===== config.mk =====
export PLATFORM = sky130hd
export DESIGN_NAME = seq_detect_shifter
export DESIGN_NICKNAME = d
export VERILOG_FILES = /design/src/rtl/seq_detect_shifter.sv
export SDC_FILE = /design/constraint.sdc
export NUM_CORES = 1
export LEC_CHECK = 0
export ABC_AREA = 1
export BUFFER_PORTS_ARGS = -buffer_cell sky130_fd_sc_hd__buf_2
export CORE_ASPECT_RATIO = 0.75
export CORE_UTILIZATION = 59
export CTS_CLUSTER_SIZE = 24
export DETAILED_ROUTE_END_ITERATION = 10
export PLACE_DENSITY = 0.87
export SYNTH_ARGS = -nofsm -noshare
export SYNTH_HDL_FRONTEND = slang
export SYNTH_SLANG_ARGS = --single-unit

===== constraint.sdc =====
create_clock -name clk -period 2.9 [get_ports clk]
set_input_delay 0.29 -clock clk [delete_from_list [all_inputs] [get_ports clk]]
set_output_delay 0.29 -clock clk [all_outputs]
set_load 0.02 [all_outputs]

===== src/rtl/seq_detect_shifter.sv =====
// Serial pattern detector: after a PATTERN match it shifts in SHIFT_LEN payload bits,
// counts the payload value down to zero, then holds done until acknowledged.
module seq_detect_shifter #(
  parameter int                   PATTERN_W = 4,
  parameter logic [PATTERN_W-1:0] PATTERN   = 4'b1101,
  parameter int                   SHIFT_LEN = 4
) (
  input  logic                 clk,
  input  logic                 reset,
  input  logic                 data,
  input  logic                 ack,
  output logic                 start_shifting,
  output logic                 shift_ena,
  output logic [SHIFT_LEN-1:0] captured,
  output logic                 counting,
  output logic [SHIFT_LEN-1:0] count,
  output logic                 done
);

  localparam int FILL_W = $clog2(PATTERN_W + 1);
  localparam int SCNT_W = $clog2(SHIFT_LEN + 1);

  localparam logic [FILL_W-1:0] FILL_FULL  = FILL_W'(PATTERN_W);
  localparam logic [FILL_W-1:0] FILL_LAST  = FILL_W'(PATTERN_W - 1);
  localparam logic [SCNT_W-1:0] SHIFT_LAST = SCNT_W'(SHIFT_LEN - 1);

  localparam logic [1:0] S_SEARCH = 2'd0;
  localparam logic [1:0] S_SHIFT  = 2'd1;
  localparam logic [1:0] S_COUNT  = 2'd2;
  localparam logic [1:0] S_DONE   = 2'd3;

  logic [1:0]           state;
  logic [PATTERN_W-1:0] history;
  logic [FILL_W-1:0]    fill;
  logic [SCNT_W-1:0]    shift_cnt;
  logic [PATTERN_W-1:0] hist_nx;
  logic [SHIFT_LEN-1:0] cap_nx;
  logic                 match;

  generate
    if (PATTERN_W == 1) begin : g_hist1
      assign hist_nx = data;
    end else begin : g_histn
      assign hist_nx = {history[PATTERN_W-2:0], data};
    end
    if (SHIFT_LEN == 1) begin : g_cap1
      assign cap_nx = data;
    end else begin : g_capn
      assign cap_nx = {captured[SHIFT_LEN-2:0], data};
    end
  endgenerate

  // The fill check guarantees a match only ever uses bits received since the last clear.
  assign match = (state == S_SEARCH) && (fill >= FILL_LAST) && (hist_nx == PATTERN);

  assign shift_ena = (state == S_SHIFT);
  assign counting  = (state == S_COUNT);
  assign done      = (state == S_DONE);

  always_ff @(posedge clk) begin
    if (reset) begin
      state          <= S_SEARCH;
      history        <= '0;
      fill           <= '0;
      shift_cnt      <= '0;
      captured       <= '0;
      count          <= '0;
      start_shifting <= 1'b0;
    end else begin
      start_shifting <= 1'b0;
      case (state)
        S_SEARCH: begin
          history <= hist_nx;
          if (fill != FILL_FULL) fill <= fill + 1'b1;
          if (match) begin
            state          <= S_SHIFT;
            start_shifting <= 1'b1;
            shift_cnt      <= '0;
          end
        end
        S_SHIFT: begin
          captured  <= cap_nx;
          shift_cnt <= shift_cnt + 1'b1;
          if (shift_cnt == SHIFT_LAST) begin
            state <= S_COUNT;
            count <= cap_nx;
          end
        end
        S_COUNT: begin
          if (count == '0) state <= S_DONE;
          else             count <= count - 1'b1;
        end
        default: begin
          if (ack) begin
            state   <= S_SEARCH;
            history <= '0;
            fill    <= '0;
          end
        end
      endcase
    end
  end

endmodule


==> results of run 1 <==
==> worst max-delay path, delay by kind of cell, from the launching register on <==
kind                       cells  cell delay, ns
buffers and inverters          1            0.09
adders and majority gates      1            0.48
DFF                            1            0.38
and+or+nand+nor                6            0.76
==> layout by cell type, fill, tap and decap left out, types with 2 or more instances in the layout <==
master,count
a211oi_1,2
a21oi_1,14
a21oi_2,4
buf_2,15
clkbuf_4,3
dfxtp_1,20
ha_1,10
inv_1,15
inv_2,5
nand2_1,24
nand2_2,2
nand3_1,14
nor2_1,17
nor2_4,2
o21ai_0,7
o21ai_2,3
==> cell type report <==
| cell class | count | area, um^2 | share of cell area, % |
|---|---|---|---|
| clock buffer | 3 | 22.52 | 1.782 |
| tap | 22 | 27.53 | 2.178 |
| inverter | 21 | 81.33 | 6.436 |
| multi-input combinational | 106 | 626.9 | 49.60 |
| clock inverter | 1 | 30.03 | 2.376 |
| timing repair buffer | 15 | 75.07 | 5.941 |
| sequential | 20 | 400.4 | 31.68 |
==> registers in the layout, indices dropped and copies added, names as in the netlist <==
signal / flops
captured: 4
count: 4
fill: 3
history: 3
shift_cnt: 3
start_shifting: 1
state: 2
==> routing by layer <==
layer | vias up | routed length (um) | global-route usage (%)
met5 | - | 0 | 0
met4 | 0 | 34 | 9.868
met3 | 4 | 156 | 6.818
met2 | 41 | 1047 | 39.87
met1 | 451 | 1146 | 33.33
li1 | 521 | - | -
==> where the power goes <==
group	internal, mW	total [mW]	switching (mW)	leakage [nW]
Clock	0.140	0.228	0.0883	0.0279
Combinational	0.198	0.577	0.379	0.393
Sequential	0.345	0.401	0.0563	0.163
Total	0.683	1.21	0.524	0.585
==> metrics by stage <==
step                      hold WS [ns]  utilization, %  setup WS [ns]  power (mW)
after floorplan                 0.4247               -          1.376      0.8562
after global placement          0.4564           68.31          1.338      0.9501
after detailed placement        0.4569           68.31          1.212      0.9755
after CTS                       0.2814           71.28          1.180       1.204
after global routing            0.2956           71.28         0.9977       1.297
final                           0.2894           71.28          1.108       1.206
==> cells by family (layout without fill, tap and decap cells) <==
kind of cell | after synthesis | after routing | synth area share [%]
AOI/OAI and AO/OA | 32 | 32 | 17.13
xor gates and xnor gates | 1 | 1 | 0.7736
adders and majority gates | 10 | 10 | 11.05
buffers and inverters | 24 | 40 | 9.282
DFF | 20 | 20 | 35.36
and+or+nand+nor | 63 | 63 | 26.41
==> final timing paths <==
kind              startpoint  endpoint  slack, ns
setup / recovery    state[1]  state[1]       1.11
hold / removal         reset  count[2]       0.29
setup reg to reg    state[1]  state[1]       1.11
hold reg to reg     count[1]  count[1]       0.47
==> flow_summary.toml, run 1 <==
[yosys]
synth.cells.most_frequent = "nand2_1 (24), dfxtp_1 (20), nor2_1 (17), inv_1 (15)"
synth_edf_count = 0
synth_seq_area_share_pct = 35.36
yosysMostFrequentCell = "nand2_1"
synth_seq_cells = 20
yosys.area.top_type = "dfxtp_1"
synthTopCellsByArea = "dfxtp_1 (35%), ha_1 (11%), nand2_1 (8.0%), a21oi_1 (6.2%), nand3_1 (6.2%)"
postSynthAreaPerCell_um2 = 7.549
synthesis.nets = 164
syn_area_um2 = 1132
synth_top_area_share_pct = 35.36
yosysWarningCount = 0
postSynth.asyncResetShare_pct = 0
synthCells = 150
synthFlopType = "dfxtp_1"
synth_cell_types = 25

[detailed_routing]
drt.antenna.violating_nets = 0
via_per_inst = 5.410
drt_iter0_drc = 52
vias = 1017
drt_wl_total_um = 2384
wire_per_inst_um = 12.68
remaining_drc_errors = 0
drt_pre_antenna_iters = 4

[grt]
grtUsageTotal_pct = 25.31
grt_pass1_wl_um = 3712
first_global_vias = 843
grt_max_degree = 13
grt.overflow.total = 0
antenna_found_initial = 0

[placed_design]
routabilityCongestion = 0.8339
placedCellCount = 184
dpl_cell_area_um2 = 1211
hpwl_um = 1845
port_buffers = 15

[cells_and_area]
fin_area_um2 = 1264
n_antenna_cell = 0
fin_cells = 188
drive_gt1_share_pct = 22.89
fillers = 141
syn_to_final_growth_pct = 11.60
fin_nets = 181

[critical_path]
crit_path_cell_trace = "inv_1 > ha_1 > nand2_1 > nand3b_1 > nand2_2 > nand3_1 > nand2_1 > nor2_1"
cpMostUsedCell = "nand2_1"
cp.arrival_ns = 2.01
critPathCaptureType = "flop"
critPathMaxStageDelay_ns = 0.48
cp-start-kind = "flop"
critPathRequiredTime_ns = 3.11
worst_path_max_delay_cell = "ha_1"
rr_worst_depth = 8
worst-path-max-fanout = 11
critPathKind = "flop to flop"

[die]
io_pins = 16
core_area_um2 = 1773
rows = 13
dieArea_um2 = 2100
initial_core_util_pct = 63.87
fp.dieW_um = 52.59
chipHeight_um = 39.94

[sta]
finalHoldViolations = 0
final.setup.tns_ns = 0
setup_viol = 0
max_freq_mhz = 558.0
rsz0062_at_grt = "no"
period_needed_ns = 1.792
worstMarginPinSlew_ns = 0.5180
fin_crit_sh_pct = 61.80
maxSlewHeadroom_pct = 65.46
fin_skew_ns = 0.004264
slew_violations = 0

[status]
outcome = "completed"

[clock_network]
h-tree-depth = 1
clk_path_buf_depth = 2
numCtsBuffers = 3
post_cts_buffers = 0
cts.sinks = 20
clkTransAtPathRegs_ns = 0.12
postCtsHoldBufs = 0
cts_root_buf = "clkbuf_4"
clkLatencyLatePin_ns = 0.30
cts_tree = "yes"
post_cts_resized = 0

[power]
ir_drop_mv = 0.6172
leakage_nw = 0.5849
powerDensity_nw_per_um2 = 954.7

[worst_hold_path]
min_path_type = "input pin to flop"
min_delay_path_depth = 2

[job]
cap_viol_max_count = 0
(Power assumes the default switching activity.)
==> run 2: changes to the inputs <==
CORE_UTILIZATION = 55   (was 59)
PLACE_DENSITY = 0.82   (was 0.87)
clock period = 1.9 ns   (was 2.9 ns; I/O delays follow)
==> run 2 against run 1 <==
  * Total power is 55% higher
  * Sequential power is 53% higher
  * First-iteration DRC count down 9.6%
  * Cell area up 1.2%
  * Clock power up 54%
  * Critical path type is now flop to primary output
  * Worst hold slack worse by 0.096 ns
  * Critical endpoint is now shift_ena
  * Combinational power increased by 58%
  * Via count down 0.29%
  * Sequential cell count did not move
==> flow_summary.toml, run 2 (synthesized netlist as in run 1, its figures left out) <==
[die]
dieArea_um2 = 2246
fp.dieW_um = 54.40
initial_core_util_pct = 61.61
core_area_um2 = 1838
io_pins = 16
rows = 13
chipHeight_um = 41.30

[sta]
rsz0062_at_grt = "no"
slew_violations = 0
worstMarginPinSlew_ns = 0.3140
fin_crit_sh_pct = 83.09
finalHoldViolations = 0
setup_viol = 0
fin_skew_ns = 0.001557
max_freq_mhz = 633.5
final.setup.tns_ns = 0
whs_ns = 0.1938
period_needed_ns = 1.579
maxSlewHeadroom_pct = 79.07

[grt]
gr-usage-met1_pct = 31.00
antenna_found_initial = 0
grtUsageMet2_pct = 42.07
first_global_vias = 832
grt_use_met3_pct = 7.971
grt_pass1_wl_um = 3719
grt_max_degree = 13
grtUsageTotal_pct = 25.28
busiest_layer = "met2"
grt.overflow.total = 0

[cells_and_area]
final_util_pct = 69.57
drive_gt1_share_pct = 23.81
fin_area_um2 = 1279
seqCellArea_um2 = 400.4
multi_input_area_um2 = 626.9
syn_to_final_growth_pct = 12.93
mostFrequentLayoutCells = "nand2_1 (24), dfxtp_1 (20), nor2_1 (17), inv_1 (15), buf_2 (15)"
fin_nets = 183
layout_commonest_cell = "nand2_1"
largestRegisters = "captured (4), count (4)"
n_antenna_cell = 0
fillers = 144

[critical_path]
cp-start-kind = "flop"
critPathCaptureType = "primary output"
rr_worst_depth = 8
critPathRequiredTime_ns = 1.71
critPathKind = "flop to primary output"
cp.arrival_ns = 1.39
worst-path-max-fanout = 9

[clock_network]
post_cts_resized = 0
clkLatencyLatePin_ns = 0.31
cts_root_buf = "clkbuf_4"
cts.sinks = 20
clk_path_buf_depth = 2
numCtsBuffers = 3
cts_tree = "yes"
postCtsHoldBufs = 0
h-tree-depth = 1
post_cts_buffers = 0
clkTransAtPathRegs_ns = 0.12

[detailed_routing]
drt_iter0_drc = 47
drt_pre_antenna_iters = 6
via_per_inst = 5.337
wire_per_inst_um = 13.27
drt.antenna.violating_nets = 0
vias = 1014
drt_wl_total_um = 2522
remaining_drc_errors = 0

[placed_design]
hpwl_um = 1857
dpl_cell_area_um2 = 1226
port_buffers = 15
routabilityCongestion = 0.8251

[job]
cap_viol_max_count = 0

[worst_hold_path]
min_path_type = "input pin to flop"
min_delay_path_depth = 3

[power]
power.total_mw = 1.875
ir_drop_mv = 0.9272
leakage_nw = 0.5947
powerDensity_nw_per_um2 = 1467

[status]
outcome = "completed"
[run 2: cell count changes in the layout (fill, tap and decap cells not counted)]
cell,before,now
buf_4,0,2
[run 2: cell type report]
type	instances	share of cell area, %
multi-input combinational	106	49.02
sequential	20	31.31
timing repair buffer	17	7.045
inverter	21	6.360
clock inverter	1	2.348
tap	22	2.153
clock buffer	3	1.761
[run 2: worst paths after layout]
kind / startpoint / endpoint / slack [ns]
max: state[1] / shift_ena / 0.32
min reg2reg: history[0] / history[0] / 0.50
max reg2reg: state[0] / state[1] / 0.33
min: data / captured[0] / 0.19
[run 2: power breakdown]
group,switching [mW],total (mW),internal (mW)
Combinational,0.591,0.909,0.318
Sequential,0.0879,0.614,0.526
Clock,0.139,0.352,0.213
[run 2: worst max-delay path, cell delays in order (launching register included)]
cell	delay (ns)
dfxtp_1	0.41
inv_1	0.08
ha_1	0.24
buf_4	0.19
buf_2	0.16
[run 2: per-layer routing]
metal  vias to the layer above  routed length (um)
met4                         0                  28
met2                        34                1168
li1                        528                   -
met5                         -                   0
met3                         4                 143
met1                       448                1181
[run 2: through the flow]
stage,setup slack [ns],instances
after floorplan,0.3757,150
after global placement,0.4494,186
after detailed placement,0.3913,186
after CTS,0.3214,190
after global routing,0.1888,190
final,0.3214,190
==> run 3: changes to the inputs <==
ABC_AREA = 0   (was 1)
CORE_UTILIZATION = 50   (was 55)
PLACE_DENSITY = 0.79   (was 0.82)
clock period = 1.4 ns   (was 1.9 ns; I/O delays follow)
==> run 3 against run 2 <==
  * The flow now finishes with violations (setup timing)
  * Cell count is 1.6% higher
  * Area after synthesis rose by 4.2%
  * Core utilization is 14 points higher
  * Worst hold slack worse by 0.032 ns
  * Synthesized cell count down 18%
  * Non-clock buffer count grew 23
  * Critical path depth rose by 3
  * Sequential power increased by 16%
  * Critical path type is now flop to flop
  * Largest cell class unchanged
  * Largest power group unchanged
  * Highest routed layer unchanged
==> flow_summary.toml, run 3 <==
[grt]
first_global_vias = 981
grtUsageTotal_pct = 22.47
grt.overflow.total = 0
antenna_found_initial = 0
grt_max_degree = 22
grt_pass1_wl_um = 4264

[cells_and_area]
drive_gt1_share_pct = 56.52
final_util_pct = 84.00
fin_nets = 176
n_antenna_cell = 0
mostFrequentLayoutCells = "buf_4 (18), buf_2 (13), nor2_1 (12), dfxtp_1 (12)"
layout_commonest_cell = "buf_4"
fillers = 117
syn_to_final_growth_pct = 50.90
fin_cells = 193
largestRegisters = "captured (4), count (4)"

[clock_network]
clkLatencyLatePin_ns = 0.31
clkTransAtPathRegs_ns = 0.12
clk_path_buf_depth = 2
cts_tree = "yes"
postCtsHoldBufs = 0
h-tree-depth = 1
numCtsBuffers = 3
cts_root_buf = "clkbuf_4"
cts.sinks = 20

[worst_hold_path]
min_path_type = "input pin to flop"
min_delay_path_depth = 3

[placed_design]
pre_cts_ws_ns = -0.1442
routabilityCongestion = 0.8022
port_buffers = 15
hpwl_um = 1942
placedCellCount = 176

[yosys]
synthesis.nets = 137
postSynthAreaPerCell_um2 = 9.593
synth_seq_cells = 20
postSynth.asyncResetShare_pct = 0
yosysMostFrequentCell = "dfxtp_1"
synth.cells.most_frequent = "dfxtp_1 (20), nor2_1 (13), ha_1 (10), inv_1 (10), a21oi_1 (7)"
synth_top_area_share_pct = 33.93
synthTopCellsByArea = "dfxtp_1 (34%), ha_1 (11%), mux2i_1 (5.1%), nor2_1 (4.1%), inv_1 (3.2%)"
synth_edf_count = 0
synth_cell_types = 41
yosysWarningCount = 0
synthFlopType = "dfxtp_1"
syn_area_um2 = 1180
yosys.area.top_type = "dfxtp_1"
synthCells = 123
synth_seq_area_share_pct = 33.93

[detailed_routing]
vias = 1071
drt_wl_total_um = 3218
drt.antenna.violating_nets = 0
drt_pre_antenna_iters = 4
wire_per_inst_um = 16.67
drt_iter0_drc = 46
remaining_drc_errors = 0
via_per_inst = 5.549

[critical_path]
crit_path_cell_trace = "ha_4 > ha_4 > a211oi_4 > buf_4 > o21a_1 > o21ai_0 > a21oi_1"
rr_worst_depth = 7
cp.arrival_ns = 1.78
worst-path-max-fanout = 2
cp-start-kind = "flop"
critPathRequiredTime_ns = 1.65
cpMostUsedCell = "ha_4"
worst_path_max_delay_cell = "dfxtp_2"
critPathCaptureType = "flop"
critPathKind = "flop to flop"
critPathMaxStageDelay_ns = 0.36

[power]
powerDensity_nw_per_um2 = 1413
ir_drop_mv = 0.9059
leakage_nw = 0.6907

[sta]
period_needed_ns = 1.531
setup_viol = 13
rsz0062_at_grt = "yes"
layout_setup_ws_ns = -0.1305
fin_crit_sh_pct = 109.3
max_freq_mhz = 653.4
maxSlewHeadroom_pct = 69.08
fin_skew_ns = 0.001876
worstMarginPinSlew_ns = 0.4639
finalHoldViolations = 0
slew_violations = 0
final.setup.tns_ns = -0.6013

[die]
rows = 14
core_area_um2 = 2120
initial_core_util_pct = 55.67
dieArea_um2 = 2560
fp.dieW_um = 58.09
chipHeight_um = 44.07
io_pins = 16

[status]
outcome = "complete, but fails checks"
violations = "setup timing"

[job]
cap_viol_max_count = 0
[run 3: critical path: cells and delay by family (launching register included)]
| family | cells | cell delay [ns] |
|---|---|---|
| adder cells (fa/ha/maj) | 2 | 0.31 |
| AO/OA/AOI/OAI | 4 | 0.62 |
| flip-flops | 1 | 0.36 |
| buffers and inverters | 1 | 0.17 |
[run 3: logic make-up after synthesis]
group / Yosys count / synth area share, %
buffers and inverters: 16 / 7.952
AOI/OAI and AO/OA: 30 / 20.47
and+or+nand+nor: 40 / 21.00
muxes: 7 / 6.045
DFF: 20 / 33.93
adders and majority gates: 10 / 10.60
[run 3: timing repair]
| item | CTS | global route |
|---|---|---|
| setup endpoints to repair | 12 | 17 |
| pin swaps | 5 | 14 |
| gates resized for setup | 10 | 32 |
| setup buffers | 4 | 9 |
[run 3: final cells by class]
cell class / count / area [um^2] / area share, %
timing repair buffer: 40 / 319.1 / 17.92
inverter: 10 / 42.54 / 2.389
multi-input combinational: 87 / 908.4 / 51.02
clock inverter: 1 / 30.03 / 1.687
tap: 32 / 40.04 / 2.249
clock buffer: 3 / 22.52 / 1.265
sequential: 20 / 417.9 / 23.47
[run 3: stage by stage]
stage	area, um^2	hold WS, ns	power (mW)
global placement	1458	0.4570	1.584
finish	1780	0.1615	2.516
global route	1780	0.1617	2.624
CTS	1580	0.1563	2.195
detailed placement	1458	0.4840	1.629
floorplan	1284	0.2872	1.351
[run 3: power breakdown]
| part | switching [mW] | internal, mW |
|---|---|---|
| logic | 0.645 | 0.674 |
| registers | 0.0725 | 0.642 |
| clock network | 0.193 | 0.290 |
[run 3: layer usage]
| metal | part of all wire (%) | vias to the layer above | global-route usage (%) |
|---|---|---|---|
| li1 | - | 512 | - |
| met1 | 40 | 514 | 26.47 |
| met2 | 51 | 37 | 39.08 |
| met3 | 7.0 | 8 | 6.433 |
| met4 | 1.9 | 0 | 9.048 |
| met5 | 0 | - | 0 |
[run 3: final timing paths]
path | to | slack, ns | start
setup / recovery | shift_cnt[1] | -0.13 | fill[0]
setup reg to reg | shift_cnt[1] | -0.13 | fill[0]
hold / removal | history[0] | 0.16 | data
hold reg to reg | captured[3] | 0.51 | captured[3]
